<file path="src/rtl/switch_frame_capture_if.sv">
// ============================================================================
//  Module      : switch_frame_capture_if
//  Description : Switch/button inputs and captured-frame outputs of
//                switch_frame_capture, with master/slave views.
//  Revision    : 1.0 - initial release
// ============================================================================
`default_nettype none

interface switch_frame_capture_if;
    logic       din;
    logic       shift_btn;
    logic       frame_ack;
    logic       sw1;
    logic       sw2;
    logic       sw3;
    logic       sw4;
    logic       sw5;
    logic       sw6;
    logic       sw7;
    logic       sw8;
    logic       frame_valid;
    logic [3:0] bit_count;
    logic       overrun;

    modport master (
        output din, shift_btn, frame_ack,
        input  sw1, sw2, sw3, sw4, sw5, sw6, sw7, sw8,
        input  frame_valid, bit_count, overrun
    );

    modport slave (
        input  din, shift_btn, frame_ack,
        output sw1, sw2, sw3, sw4, sw5, sw6, sw7, sw8,
        output frame_valid, bit_count, overrun
    );
endinterface

`default_nettype wire

</file>
<file path="src/rtl/switch_frame_capture.sv">
// ============================================================================
//  Module      : switch_frame_capture
//  Description : Debounced pushbutton shifts a switch bit into an 8-bit frame;
//                completed frames are presented in parallel with valid/ack.
//  Revision    : 1.0 - initial release
// ============================================================================
`default_nettype none

module switch_frame_capture #(
    parameter int DEBOUNCE_CYCLES = 16
) (
    input  logic                   clk,
    input  logic                   rst,
    switch_frame_capture_if.slave  bus
);

    // Counter value on the edge before it reaches DEBOUNCE_CYCLES-1.
    localparam logic [15:0] c_cnt_penult = 16'(DEBOUNCE_CYCLES - 2);
    localparam logic [15:0] c_cnt_last   = 16'(DEBOUNCE_CYCLES - 1);

    typedef enum logic [1:0] {
        STABLE_LO = 2'd0,
        WAIT_HI   = 2'd1,
        STABLE_HI = 2'd2,
        WAIT_LO   = 2'd3
    } db_state_t;

    logic [1:0]  r_btn_sync;
    logic [1:0]  r_din_sync;
    logic        w_btn;
    logic        w_din;

    db_state_t   r_state;
    db_state_t   w_state_next;
    logic [15:0] r_cnt;
    logic [15:0] w_cnt_next;
    logic        w_shift;

    logic [6:0]  r_partial;
    logic [7:0]  w_assembled;
    logic        w_complete;
    logic [3:0]  r_bit_count;
    logic [7:0]  r_frame;
    logic        r_valid;
    logic        r_overrun;

    always_ff @(posedge clk or posedge rst) begin
        if (rst) begin
            r_btn_sync <= 2'b00;
            r_din_sync <= 2'b00;
        end else begin
            r_btn_sync <= {r_btn_sync[0], bus.shift_btn};
            r_din_sync <= {r_din_sync[0], bus.din};
        end
    end

    assign w_btn = r_btn_sync[1];
    assign w_din = r_din_sync[1];

    always_ff @(posedge clk or posedge rst) begin
        if (rst) begin
            r_state <= STABLE_LO;
            r_cnt   <= 16'd0;
        end else begin
            r_state <= w_state_next;
            r_cnt   <= w_cnt_next;
        end
    end

    always_comb begin
        w_state_next = r_state;
        w_cnt_next   = r_cnt;
        w_shift      = 1'b0;
        case (r_state)
            STABLE_LO: begin
                if (w_btn) begin
                    w_state_next = WAIT_HI;
                    w_cnt_next   = 16'd0;
                end
            end
            WAIT_HI: begin
                if (!w_btn) begin
                    w_state_next = STABLE_LO;
                end else if (r_cnt == c_cnt_penult) begin
                    w_state_next = STABLE_HI;
                    w_cnt_next   = c_cnt_last;
                    w_shift      = 1'b1;
                end else begin
                    w_cnt_next   = r_cnt + 16'd1;
                end
            end
            STABLE_HI: begin
                if (!w_btn) begin
                    w_state_next = WAIT_LO;
                    w_cnt_next   = 16'd0;
                end
            end
            WAIT_LO: begin
                if (w_btn) begin
                    w_state_next = STABLE_HI;
                end else if (r_cnt == c_cnt_penult) begin
                    w_state_next = STABLE_LO;
                    w_cnt_next   = c_cnt_last;
                end else begin
                    w_cnt_next   = r_cnt + 16'd1;
                end
            end
            default: begin
                w_state_next = STABLE_LO;
                w_cnt_next   = 16'd0;
            end
        endcase
    end

    // The eighth bit goes straight into the frame register, so only seven are stored.
    assign w_assembled = {r_partial, w_din};
    assign w_complete  = w_shift && (r_bit_count == 4'd7);

    always_ff @(posedge clk or posedge rst) begin
        if (rst) begin
            r_partial   <= 7'd0;
            r_bit_count <= 4'd0;
            r_frame     <= 8'd0;
            r_valid     <= 1'b0;
            r_overrun   <= 1'b0;
        end else begin
            if (w_shift) begin
                r_partial   <= w_assembled[6:0];
                r_bit_count <= w_complete ? 4'd0 : r_bit_count + 4'd1;
            end
            if (w_complete) begin
                r_frame <= w_assembled;
                r_valid <= 1'b1;
                if (r_valid && !bus.frame_ack) begin
                    r_overrun <= 1'b1;
                end
            end else if (bus.frame_ack) begin
                r_valid <= 1'b0;
            end
        end
    end

    assign bus.sw1         = r_frame[0];
    assign bus.sw2         = r_frame[1];
    assign bus.sw3         = r_frame[2];
    assign bus.sw4         = r_frame[3];
    assign bus.sw5         = r_frame[4];
    assign bus.sw6         = r_frame[5];
    assign bus.sw7         = r_frame[6];
    assign bus.sw8         = r_frame[7];
    assign bus.frame_valid = r_valid;
    assign bus.bit_count   = r_bit_count;
    assign bus.overrun     = r_overrun;

endmodule

`default_nettype wire

</file>
<file path="src/flat_wrapper.sv">
// flat-port wrapper written by rule: the top's interface ports become plain ports
module switch_frame_capture_flat 
#(
    parameter int DEBOUNCE_CYCLES = 16
)
  (clk, rst, bus_din, bus_shift_btn, bus_frame_ack, bus_sw1, bus_sw2, bus_sw3, bus_sw4, bus_sw5, bus_sw6, bus_sw7, bus_sw8, bus_frame_valid, bus_bit_count, bus_overrun);
  switch_frame_capture_if bus_i ();
  input  logic clk;
  input  logic rst;
  input wire logic [$bits(bus_i.din)-1:0] bus_din;
  input wire logic [$bits(bus_i.shift_btn)-1:0] bus_shift_btn;
  input wire logic [$bits(bus_i.frame_ack)-1:0] bus_frame_ack;
  output wire logic [$bits(bus_i.sw1)-1:0] bus_sw1;
  output wire logic [$bits(bus_i.sw2)-1:0] bus_sw2;
  output wire logic [$bits(bus_i.sw3)-1:0] bus_sw3;
  output wire logic [$bits(bus_i.sw4)-1:0] bus_sw4;
  output wire logic [$bits(bus_i.sw5)-1:0] bus_sw5;
  output wire logic [$bits(bus_i.sw6)-1:0] bus_sw6;
  output wire logic [$bits(bus_i.sw7)-1:0] bus_sw7;
  output wire logic [$bits(bus_i.sw8)-1:0] bus_sw8;
  output wire logic [$bits(bus_i.frame_valid)-1:0] bus_frame_valid;
  output wire logic [$bits(bus_i.bit_count)-1:0] bus_bit_count;
  output wire logic [$bits(bus_i.overrun)-1:0] bus_overrun;
  assign bus_i.din = bus_din;
  assign bus_i.shift_btn = bus_shift_btn;
  assign bus_i.frame_ack = bus_frame_ack;
  assign bus_sw1 = bus_i.sw1;
  assign bus_sw2 = bus_i.sw2;
  assign bus_sw3 = bus_i.sw3;
  assign bus_sw4 = bus_i.sw4;
  assign bus_sw5 = bus_i.sw5;
  assign bus_sw6 = bus_i.sw6;
  assign bus_sw7 = bus_i.sw7;
  assign bus_sw8 = bus_i.sw8;
  assign bus_frame_valid = bus_i.frame_valid;
  assign bus_bit_count = bus_i.bit_count;
  assign bus_overrun = bus_i.overrun;
  switch_frame_capture #(.DEBOUNCE_CYCLES(DEBOUNCE_CYCLES)) u_core (.clk(clk), .rst(rst), .bus(bus_i));
endmodule
</file>
<file path="config.mk">
export PLATFORM = sky130hd
export DESIGN_NAME = switch_frame_capture_flat
export DESIGN_NICKNAME = d
export VERILOG_FILES = /design/src/rtl/switch_frame_capture_if.sv /design/src/rtl/switch_frame_capture.sv /design/src/flat_wrapper.sv
export SDC_FILE = /design/constraint.sdc
export NUM_CORES = 1
export LEC_CHECK = 0
export BUFFER_PORTS_ARGS = -buffer_cell sky130_fd_sc_hd__buf_2
export CORE_MARGIN = 4
export CORE_UTILIZATION = 52
export CTS_CLUSTER_SIZE = 14
export DETAILED_ROUTE_END_ITERATION = 8
export PLACE_DENSITY = 0.82
export SLEW_MARGIN = 15
export SYNTH_ARGS = -nofsm -noshare
export SYNTH_HDL_FRONTEND = slang
export SYNTH_SLANG_ARGS = --single-unit
</file>
<file path="constraint.sdc">
create_clock -name clk -period 2 [get_ports clk]
set_input_delay 0.3 -clock clk [delete_from_list [all_inputs] [get_ports clk]]
set_output_delay 0.3 -clock clk [all_outputs]
set_load 0.02 [all_outputs]
</file>
==> Yosys cells after proc, flatten, opt, wreduce, memory -nomap -nowiden <==
Cells that the tools add are included.
{ "totals": {"ff_bits": 43, "input_bits": 5, "output_inout_bits": 14, "elab_cells": 49} }
{ "classes": {"n_addsub": 2, "eq_ne": 11, "muxes": 19, "reduce_logical": 8} }
{ "op_table": {"columns": ["op", "n"], "rows": [
  ["$mux 16", 5],
  ["$pmux 16 s4", 1],
  ["$add 16x1->16 const B", 1],
  ["$eq 16x4->1 const B", 1],
  ["$mux 2", 6],
  ["$pmux 2 s4", 1],
  ["$reduce_and 4->1", 2],
  ["$mux 1", 5],
  ["$add 4x1->4 const B", 1],
  ["$eq 2x2->1 const B", 2],
  ["$eq 4x3->1 const B", 1],
  ["$mux 4", 1],
  ["$ne 2x1->1 const B", 2],
  ["$ne 2x2->1 const B", 2],
  ["$ne 3x1->1 const B", 1],
  ["$ne 3x3->1 const B", 1],
  ["$eq 2x1->1 const B", 1],
  ["$logic_and 1x1->1", 2],
  ["$logic_not 2->1", 1],
  ["$reduce_and 2->1", 1],
  ["$reduce_bool 2->1", 1],
  ["$logic_not 1->1", 1]
]} }

==> Logic depth before layout (Yosys ltp) <==
Gate-level depths: netlist (run 1).
{ "depth": {"depth_word": 6, "depth_mapped": 7, "depth_no_buf": 6} }

==> Worst setup path before layout (run 1) <==
Ideal clock, no wire load.
{ "synth_timing": {"kind": "register to register", "start": "register u_core.r_cnt[0]", "end": "register u_core.r_frame[0]", "setup_time_ns": 0.125, "arrival_ns": 1.798, "required_ns": 1.875, "setup_slack_ns": 0.077, "stages_incl_launch_ff": 7, "synth_period_minus_slack_ns": 1.923, "cell_sequence": "dfrtp_1 -> inv_1 -> ha_1 -> nor4b_4 -> nand4_4 -> nor3_4 -> mux2_2"} }
{ "synth_via": {"elab_chain_cells": 5} }
{ "synth_lines": {"columns": ["item", "line", "text"], "rows": [
  ["start, declared", "switch_frame_capture.sv:35", "logic [15:0] r_cnt;"],
  ["start signal, assigned", "switch_frame_capture.sv:66", "r_cnt <= w_cnt_next;"],
  ["$eq 16x4->1", "switch_frame_capture.sv:84", "end else if (r_cnt == c_cnt_penult) begin"],
  ["$mux 1", "switch_frame_capture.sv:84", null],
  ["$mux 1", "switch_frame_capture.sv:82", "if (!w_btn) begin"],
  ["$mux 1", "switch_frame_capture.sv:74", "case (r_state)"],
  ["$logic_and 1x1->1", "switch_frame_capture.sv:117", "assign w_complete = w_shift && (r_bit_count == 4'd7);"],
  ["end signal, assigned", "switch_frame_capture.sv:132", "r_frame <= w_assembled;"],
  ["end, declared", "switch_frame_capture.sv:43", "logic [7:0] r_frame;"]
]} }
Every way passes these cells.
A chain may end at the register's enable or synchronous reset.

==> Final worst setup path (run 1) <==
{ "layout_timing": {"start": "register u_core.r_cnt[0]", "end": "register u_core.r_bit_count[3], in the netlist u_core.bus.bit_count[3]"} }
{ "layout_via": {"elab_chain_cells": 6} }
{ "layout_lines": {"columns": ["item", "line", "text"], "rows": [
  ["$eq 16x4->1 (*)", "switch_frame_capture.sv:84", null],
  ["$mux 1 (*)", "switch_frame_capture.sv:84", null],
  ["$mux 1 (*)", "switch_frame_capture.sv:82", null],
  ["$mux 1 (*)", "switch_frame_capture.sv:74", null],
  ["$logic_and 1x1->1", "switch_frame_capture.sv:117", null],
  ["$mux 4", "switch_frame_capture.sv:129", "r_bit_count <= w_complete ? 4'd0 : r_bit_count + 4'd1;"],
  ["end signal, assigned", "switch_frame_capture.sv:129", null],
  ["end, declared", "switch_frame_capture.sv:42", "logic [3:0] r_bit_count;"]
]} }
Every way passes the cells marked *; elsewhere a longest branch is shown, timed or not.

==> flow_metrics.tcl, run 1 <==
set metrics [dict create \
    ys_ff_latch 43 \
    h-tree-depth 2 \
    seq_power_share_pct 51.1 \
    drv_cap 0 \
    hold_ws_ns 0.1109 \
    die_y_um 68.89 \
    slew_headroom_pct 65.78 \
    setup_violations 0 \
    final_hold_viol_count 0 \
    power.total_uw 1756 \
    design.die.area_um2 4746 \
    n_fill_cell 270 \
    antenna_left 0 \
    root_buffer "clkbuf_8" \
    antenna_found_initial 0 \
    critPathMaxFanout 6 \
    ys_seq_area_share_pct 55.81 \
    first_iter_violations 44 \
    peakVddDrop_v 0.0005537 \
    synth_compound_gate_area_share_pct 6.424 \
    clk_pin_slew_ns 0.08 \
    grt_overflow 0 \
    synth_top_family_by_area "simple AND/OR/NAND/NOR gates" \
    grt_pass1_vias 1317 \
    routed-via-count 1326 \
    rsz0062_at_grt "no" \
    max_freq_ghz 0.5208 \
    ys_warn_count 0 \
    p_leak_uw 0.001111 \
    crit_path_end_kind "flop" \
    worstPathArrival_ns 2.10 \
    grt_max_degree 44 \
    finalWirelength_um 3542 \
    clock_skew_ns 0.01015 \
    path_class "reg -> reg" \
    syn_area_um2 1928 \
    clock-sinks 43 \
    post-route-period-util_pct 96.00 \
    switchingPower_uw 348.2 \
    stdcell_area_um2 2310 \
    netlist_instances 157 \
    viasPerCell 5.595 \
    die_w_um 68.89 \
    ys_types 34 \
    synth_nets 165 \
    first_pass_iters 4 \
    status "finished clean" \
    area_growth_pct 19.79 \
    syn-mean-instance-area_um2 12.28 \
    ios 19 \
    synthAdderAreaFrac_pct 1.947 \
    hpwl_um 2546 \
    combPwrFrac_pct 4.1 \
    insertion_delay_ns 0.30 \
    slew_viol_final 0 \
    placed_area_um2 2150 \
    cts_hold_buf 0 \
    tightest_slew_ns 0.5133 \
    internal_power_uw 1408 \
    core.rowCount 21 \
    min_period_ns 1.920 \
    gp_congestion 0.8032 \
    clockBufferDepth 2 \
    fp.coreArea_um2 3468 \
    netSwitchingFraction_pct 19.83 \
    port_buffers 18 \
    tns_ns 0 \
    p_clk_share_pct 44.8 \
    nets 198 \
    crit_required_ns 2.18 \
    synth_mux_area_share_pct 11.55 \
    cts_tree "done" \
    wl_per_cell_um 14.95 \
    drc_errors 0 \
    hold_path.class "in -> reg" \
    track_usage_pct 17.24 \
    grt_pass1_wl_um 5913 \
    synth-simple-area-share_pct 17.52 \
    drive_above_1_share_pct 34.55 \
    power_density_nw_per_um2 760.1 \
    synth_xor_area_share_pct 4.997 \
    cts-buffers-inserted 5 \
    fin_util_pct 66.59 \
    diodes 0 \
    start_kind "flop" \
    initial_core_util_pct 55.59 \
]
[worst paths after layout]
kind | slack (ns) | endpoint | cells past startpoint | start
worst max-delay path | 0.08 | u_core.bus.bit_count[3]$_DFFE_PP0P_ | 7 | u_core.r_cnt[0]$_DFFE_PP0P_
worst min-delay path | 0.11 | u_core.r_din_sync[0]$_DFF_PP0_ | 1 | bus_din
worst max register to register | 0.08 | u_core.bus.bit_count[3]$_DFFE_PP0P_ | 7 | u_core.r_cnt[0]$_DFFE_PP0P_
worst min register to register | 0.36 | u_core.r_btn_sync[1]$_DFF_PP0_ | 0 | u_core.r_btn_sync[0]$_DFF_PP0_
max in group asynchronous | 1.52 | u_core.r_cnt[0]$_DFFE_PP0P_ | 3 | rst
min in group asynchronous | 0.13 | u_core.r_partial[3]$_DFFE_PP0P_ | 3 | rst
[area by class of cell]
type	count	area (um2)	share of cell area, %
clock buffers	6	72.57	3.142
flip-flops and latches	43	1076	46.59
inverters	6	22.52	0.9751
well taps	46	57.56	2.492
multi-input cells	105	823.3	35.64
clock inverters	2	60.06	2.600
repair buffers	29	197.7	8.559
[layer usage]
| layer | vias to the layer above | part of all wire [%] | track usage, % |
|---|---|---|---|
| li1 | 631 | - | - |
| met1 | 665 | 45 | 20.53 |
| met2 | 25 | 50 | 29.17 |
| met3 | 5 | 3.4 | 4.376 |
| met4 | 0 | 1.3 | 8.029 |
| met5 | - | 0 | 0 |
[per-stage QoR]
step                setup slack, ns  std cells
finish                      0.07994        237
global route              0.0006599        237
CTS                         0.02210        234
detailed placement          0.03458        226
global placement             0.1456        226
floorplan                   0.07708        157
[synthesized netlist by cell type]
library cell | count | area share [%]
a211oi_1 | 1 | 0.39
a21o_1 | 1 | 0.39
a21o_2 | 2 | 0.91
a21oi_1 | 9 | 2.3
a31o_2 | 2 | 0.91
a41oi_1 | 1 | 0.45
and3_1 | 1 | 0.32
and4_1 | 1 | 0.45
and4_2 | 1 | 0.52
and4bb_2 | 1 | 0.65
clkbuf_1 | 3 | 0.58
dfrtp_1 | 43 | 56
ha_1 | 3 | 1.9
inv_1 | 6 | 1.2
mux2_2 | 18 | 11
mux2i_1 | 2 | 1.0
nand2_1 | 6 | 1.2
nand3_1 | 6 | 1.6
nand3b_1 | 2 | 0.78
nand4_1 | 2 | 0.65
nand4_4 | 1 | 1.1
nor2_1 | 12 | 2.3
nor2_2 | 1 | 0.32
nor3_1 | 6 | 1.6
nor3_4 | 1 | 0.84
nor3b_1 | 1 | 0.39
nor4_1 | 2 | 0.65
nor4_4 | 1 | 1.1
nor4b_1 | 2 | 0.91
nor4b_4 | 1 | 1.2
o21ai_0 | 4 | 1.0
or3_1 | 3 | 0.97
xnor2_1 | 8 | 3.6
xor2_1 | 3 | 1.4
[registers in the layout, summed over array words and instances (netlist names), named ones only]
register and flops:
u_core.bus.frame_valid 1, u_core.r_btn_sync 2, u_core.r_cnt 16, u_core.r_din_sync 2, u_core.r_frame 8, u_core.bus.overrun 1
u_core.bus.bit_count 4, u_core.r_partial 7, u_core.r_state 1
[layout by cell type (no fill, tap or decap), types with 6 or more instances in the layout]
cell      n
dfrtp_1  43
nand2_1   6
buf_4     9
nand3_1   6
buf_2    18
inv_1     6
xnor2_1   8
a21oi_1   9
mux2_2   18
nor2_1   12
[power by group through the flow]
stage | Clock (uW) | Combinational [uW] | Sequential [uW]
CTS | 792 | 72.9 | 895
finish | 787 | 72.0 | 896
detailed placement | 0 | 72.9 | 912
floorplan | 0 | 46.6 | 910
global route | 833 | 80.9 | 898
global placement | 0 | 66.8 | 911
[logic make-up (layout without fill, tap and decap cells)]
| logic type | count (synthesis) | in the layout |
|---|---|---|
| flip-flops | 43 | 43 |
| multiplexers | 20 | 20 |
| AND/OR/NAND/NOR | 51 | 51 |
| AO/OA/AOI/OAI | 20 | 20 |
| buffers and inverters | 9 | 43 |
| XOR/XNOR | 11 | 11 |
| adder cells (fa/ha/maj) | 3 | 3 |
[repair_timing]
item / in CTS / in global routing
setup endpoints to repair: 0 / 14
resized for setup: 0 / 1
setup buffers: 0 / 3
hold endpoints to repair: 0 / 0
[critical path, stage by stage (launching register included)]
cell     delay (ns)
dfrtp_1        0.40
inv_1          0.09
ha_1           0.17
nor4b_4        0.26
nand4_4        0.19
buf_4          0.19
nor3_2         0.17
mux2_2         0.35
(Power assumes the default switching activity.)
==> run 2, diff against run 1 <==
--- a/config.mk
+++ b/config.mk
@@ -10,6 +10,7 @@
 export CORE_UTILIZATION = 52
 export CTS_CLUSTER_SIZE = 14
 export DETAILED_ROUTE_END_ITERATION = 8
+export MAX_ROUTING_LAYER = met4
 export PLACE_DENSITY = 0.82
 export SLEW_MARGIN = 15
 export SYNTH_ARGS = -nofsm -noshare
==> flow_metrics.tcl, run 2 (synthesis gave the netlist of run 1 again) <==
set metrics [dict create \
    first_pass_iters 4 \
    final_cell_mix "dfrtp_1, mux2_2, buf_2" \
    drive_above_1_share_pct 34.55 \
    slew_viol_final 0 \
    ios 19 \
    pre_cts_ws_ns 0.03458 \
    worstPathArrival_ns 2.10 \
    design.die.area_um2 4746 \
    peakVddDrop_v 0.0005536 \
    fp.coreArea_um2 3468 \
    insertion_delay_ns 0.30 \
    core.rowCount 21 \
    grt_overflow 0 \
    slew_headroom_pct 65.69 \
    power_density_nw_per_um2 759.9 \
    seq_power_share_pct 51.1 \
    post-route-period-util_pct 96.03 \
    tightest_slew_ns 0.5147 \
    final_common_cell "dfrtp_1" \
    start_kind "flop" \
    die_w_um 68.89 \
    setup_violations 0 \
    largest_reg_flops 16 \
    path_class "reg -> reg" \
    crit_path_end_kind "flop" \
    h-tree-depth 2 \
    clk_pin_slew_ns 0.08 \
    internal_power_uw 1408 \
    crit_required_ns 2.18 \
    clock-sinks 43 \
    antenna_left 0 \
    area_growth_pct 19.79 \
    grt_max_degree 44 \
    wl_per_cell_um 14.97 \
    netSwitchingFraction_pct 19.81 \
    worstPathCellList "inv_1, ha_1, nor4b_4, nand4_4, buf_4, nor3_2, mux2_2" \
    cpMaxStageDelayCell "dfrtp_1" \
    status "finished clean" \
    final_hold_viol_count 0 \
    rsz0062_at_grt "no" \
    first_iter_violations 46 \
    reg_top3 "u_core.r_cnt (16), u_core.r_frame (8), u_core.r_partial (7)" \
    gp_congestion 0.8148 \
    drv_cap 0 \
    viasPerCell 5.616 \
    grt_pass1_vias 1312 \
    fin_util_pct 66.59 \
    finalWirelength_um 3547 \
    track_usage_pct 17.84 \
    drc_errors 0 \
    nets 198 \
    diodes 0 \
    combPwrFrac_pct 4.1 \
    slowest_delay_ns 0.40 \
    cts_tree "done" \
    cts_hold_buf 0 \
    n_fill_cell 270 \
    top_register "u_core.r_cnt" \
    switchingPower_uw 347.7 \
    p_leak_uw 0.001111 \
    root_buffer "clkbuf_8" \
    cp_top_family "simple AND/OR/NAND/NOR gates" \
    clock_skew_ns 0.01055 \
    tns_ns 0 \
    hold_ws_ns 0.1114 \
    die_y_um 68.89 \
    clockBufferDepth 2 \
    min_period_ns 1.921 \
    cts-buffers-inserted 5 \
    critPathMaxFanout 6 \
    hpwl_um 2546 \
    max_freq_ghz 0.5207 \
    port_buffers 18 \
    antenna_found_initial 0 \
    routed-via-count 1331 \
    setup_slack_ns 0.07937 \
    p_clk_share_pct 44.8 \
    hold_path.class "in -> reg" \
    grt_pass1_wl_um 5934 \
    initial_core_util_pct 55.59 \
    worst-path-buf-inv 2 \
]
## run 2: area by class of cell
| type | count | area [um2] | area share [%] |
|---|---|---|---|
| Clock inverter | 2 | 60.06 | 2.600 |
| Tap cell | 46 | 57.56 | 2.492 |
| Multi-Input combinational cell | 105 | 823.3 | 35.64 |
| Timing Repair Buffer | 29 | 197.7 | 8.559 |
| Clock buffer | 6 | 72.57 | 3.142 |
| Inverter | 6 | 22.52 | 0.9751 |
| Sequential cell | 43 | 1076 | 46.59 |
## run 2: per-layer routing
layer | wire length, um | part of all wire, % | vias up | global-route usage, %
met1 | 1588 | 45 | 665 | 20.53
met5 | 0 | 0 | - | -
met3 | 144 | 4.1 | 6 | 5.835
li1 | - | - | 631 | -
met2 | 1772 | 50 | 29 | 29.17
met4 | 40 | 1.1 | 0 | 6.569
## run 2: final timing paths
path | startpoint | end | slack (ns) | cells after the start
setup reg to reg | u_core.r_cnt[0]$_DFFE_PP0P_ | u_core.bus.bit_count[3]$_DFFE_PP0P_ | 0.08 | 7
setup / recovery | u_core.r_cnt[0]$_DFFE_PP0P_ | u_core.bus.bit_count[3]$_DFFE_PP0P_ | 0.08 | 7
hold / removal | bus_din | u_core.r_din_sync[0]$_DFF_PP0_ | 0.11 | 1
max in group asynchronous | rst | u_core.r_cnt[11]$_DFFE_PP0P_ | 1.52 | 3
hold reg to reg | u_core.r_btn_sync[0]$_DFF_PP0_ | u_core.r_btn_sync[1]$_DFF_PP0_ | 0.36 | 0
min in group asynchronous | rst | u_core.r_partial[3]$_DFFE_PP0P_ | 0.13 | 3
## run 2: repair_timing
action	in CTS	in global routing
gates resized for setup	0	1
setup endpoints to repair	0	14
buffers inserted	0	3
## run 2: power by group through the flow
stage               combinational (uW)  sequential (uW)  clock (uW)
global route                      80.9              898         837
detailed placement                72.9              912           0
CTS                               72.9              895         792
floorplan                         46.6              910           0
finish                            72.0              896         787
global placement                  66.8              911           0
## run 2: stage by stage
stage	area, um2	cells	power (uW)
after floorplan	1928	157	956.6
after global placement	2150	226	977.5
after detailed placement	2150	226	984.9
after CTS	2282	234	1760
after global routing	2310	237	1816
final	2310	237	1755
==> run 3, diff against run 2 <==
--- a/config.mk
+++ b/config.mk
@@ -7,11 +7,12 @@
 export LEC_CHECK = 0
 export BUFFER_PORTS_ARGS = -buffer_cell sky130_fd_sc_hd__buf_2
 export CORE_MARGIN = 4
-export CORE_UTILIZATION = 52
+export CORE_UTILIZATION = 57
 export CTS_CLUSTER_SIZE = 14
 export DETAILED_ROUTE_END_ITERATION = 8
 export MAX_ROUTING_LAYER = met4
-export PLACE_DENSITY = 0.82
+export PLACE_DENSITY = 0.85
+export SETUP_SLACK_MARGIN = 0.1
 export SLEW_MARGIN = 15
 export SYNTH_ARGS = -nofsm -noshare
 export SYNTH_HDL_FRONTEND = slang
==> constraint.sdc (replaced) <==
create_clock -name clk -period 1.8 [get_ports clk]
set_input_delay 0.27 -clock clk [delete_from_list [all_inputs] [get_ports clk]]
set_output_delay 0.27 -clock clk [all_outputs]
set_load 0.02 [all_outputs]
==> flow_metrics.tcl, run 3 (synthesis gave the netlist of run 1 again) <==
set metrics [dict create \
    reg_top3 "u_core.r_cnt (16), u_core.r_frame (8), u_core.r_partial (7)" \
    switchingPower_uw 454.6 \
    netSwitchingFraction_pct 27.45 \
    ios 19 \
    h-tree-depth 2 \
    initial_core_util_pct 61.15 \
    hpwl_um 2886 \
    seq_power_share_pct 60.3 \
    antenna_found_initial 0 \
    core.rowCount 20 \
    post-route-period-util_pct 110.6 \
    critPathMaxFanout 9 \
    die_y_um 66.16 \
    power_density_nw_per_um2 618.8 \
    p_leak_uw 0.001239 \
    r2r-start "u_core.r_cnt[0]$_DFFE_PP0P_" \
    crit_path_end_kind "flop" \
    max_freq_ghz 0.5023 \
    slew_headroom_pct 63.85 \
    placed_area_um2 2252 \
    p_clk_share_pct 30.4 \
    drv_cap 0 \
    antenna_left 0 \
    cpMaxStageDelayCell "dfrtp_1" \
    setup_slack_ns -0.1908 \
    grtUsageMet1_pct 27.42 \
    clockBufferDepth 2 \
    final_common_cell "dfrtp_1" \
    top_register "u_core.r_cnt" \
    viasPerCell 6.302 \
    worst-path-buf-inv 2 \
    stdcell_area_um2 2676 \
    clk_pin_slew_ns 0.16 \
    cts_tree "done" \
    slew_viol_final 0 \
    clock_skew_ns 0.02788 \
    grt_pass1_wl_um 7955 \
    grt_overflow 0 \
    design.die.area_um2 4377 \
    track_usage_pct 25.42 \
    start_kind "flop" \
    critPathLaunch "u_core.r_cnt[0]$_DFFE_PP0P_" \
    clock-sinks 43 \
    final_hold_viol_count 0 \
    largest_reg_flops 16 \
    combPwrFrac_pct 9.3 \
    first_pass_iters 5 \
    drc_errors 0 \
    min_period_ns 1.991 \
    tns_ns -4.578 \
    port_buffers 18 \
    final_cell_mix "dfrtp_1, buf_4, mux2_4, buf_2, xnor2_1" \
    fp.coreArea_um2 3153 \
    hold_path.class "in -> async" \
    globalRouteMet3Util_pct 5.612 \
    rsz0062_at_grt "yes" \
    cp_top_family "simple AND/OR/NAND/NOR gates" \
    use_met2_pct 42.01 \
    diodes 0 \
    area_growth_pct 38.81 \
    routed-via-count 1626 \
    grt_max_degree 44 \
    drive_above_1_share_pct 50.93 \
    violations "setup timing" \
    setup_violations 34 \
    root_buffer "clkbuf_4" \
    pre_cts_ws_ns -0.2211 \
    finalWirelength_um 6130 \
    die_w_um 66.16 \
    worstPathArrival_ns 2.25 \
    wl_per_cell_um 23.76 \
    internal_power_uw 1202 \
    first_iter_violations 173 \
    status "finished with violations" \
    insertion_delay_ns 0.38 \
    crit_required_ns 2.06 \
    tightest_slew_ns 0.5422 \
    path_class "reg -> reg" \
    gp_congestion 0.8078 \
    worstPathCellList "inv_2, ha_4, nor4b_4, nand4_4, nor3_4, buf_12, mux2_4" \
    grt.busiest_layer "met2" \
    nets 221 \
    grt_pass1_vias 1601 \
    power.total_uw 1656 \
    peakVddDrop_v 0.0007188 \
    slowest_delay_ns 0.43 \
    cts-buffers-inserted 5 \
]
## run 3: final timing paths
| check | end | slack, ns | depth (start not counted) |
|---|---|---|---|
| setup / recovery | u_core.r_frame[6]$_DFFE_PP0P_ | -0.19 | 7 |
| setup reg to reg | u_core.r_frame[6]$_DFFE_PP0P_ | -0.19 | 7 |
| hold / removal | u_core.r_partial[0]$_DFFE_PP0P_ | 0.0002 | 3 |
| max in group asynchronous | u_core.bus.frame_valid$_DFFE_PP0P_ | 1.40 | 3 |
| hold reg to reg | u_core.r_btn_sync[1]$_DFF_PP0_ | 0.38 | 0 |
| min in group clk | u_core.bus.frame_valid$_DFFE_PP0P_ | 0.26 | 3 |
## run 3: cell type report
class | instances | area (um2)
clock buffers | 6 | 41.29
clock inverters | 2 | 12.51
fillers | 159 | 476.7
inverters | 6 | 22.52
multi-input cells | 105 | 1041
flip-flops and latches | 43 | 1076
well taps | 44 | 55.05
repair buffers | 52 | 427.9
## run 3: layer usage
metal / wire, um / part of all wire [%]
met3: 367 / 6.0
met4: 311 / 5.1
met5: 0 / 0
met2: 3213 / 52
met1: 2238 / 37
## run 3: stage by stage
step / std cells / hold slack, ns / util, %
after global routing: 258 / 0.02409 / 84.88
after global placement: 238 / 0.3347 / 71.43
after detailed placement: 238 / 0.3370 / 71.43
final: 258 / 0.0002131 / 84.88
after CTS: 253 / 0.002130 / 78.69
after floorplan: 157 / 0.3014 / -
## run 3: worst reg2reg max path, stage by stage (launching register included)
cell and delay [ns]:
dfrtp_1 0.43, inv_2 0.09, ha_4 0.14, nor4b_4 0.30, nand4_4 0.22, nor3_4 0.21
buf_12 0.17, mux2_4 0.31
## run 3: power groups by stage
stage | clock, uW | combinational, uW | sequential [uW]
floorplan | 0 | 52.1 | 1010
global placement | 0 | 83.5 | 1010
detailed placement | 0 | 88.6 | 1010
CTS | 470 | 116 | 995
global route | 549 | 164 | 1000
finish | 503 | 154 | 999
## run 3: repair_timing
action | 4_1_cts | 5_1_grt
gates resized for setup | 32 | 32
setup buffers | 5 | 3
hold buffers | 1 | 1
endpoints found under the hold margin | 1 | 1
pin swaps | 7 | 8
gates cloned | 1 | 1
endpoints found under the setup margin | 31 | 38
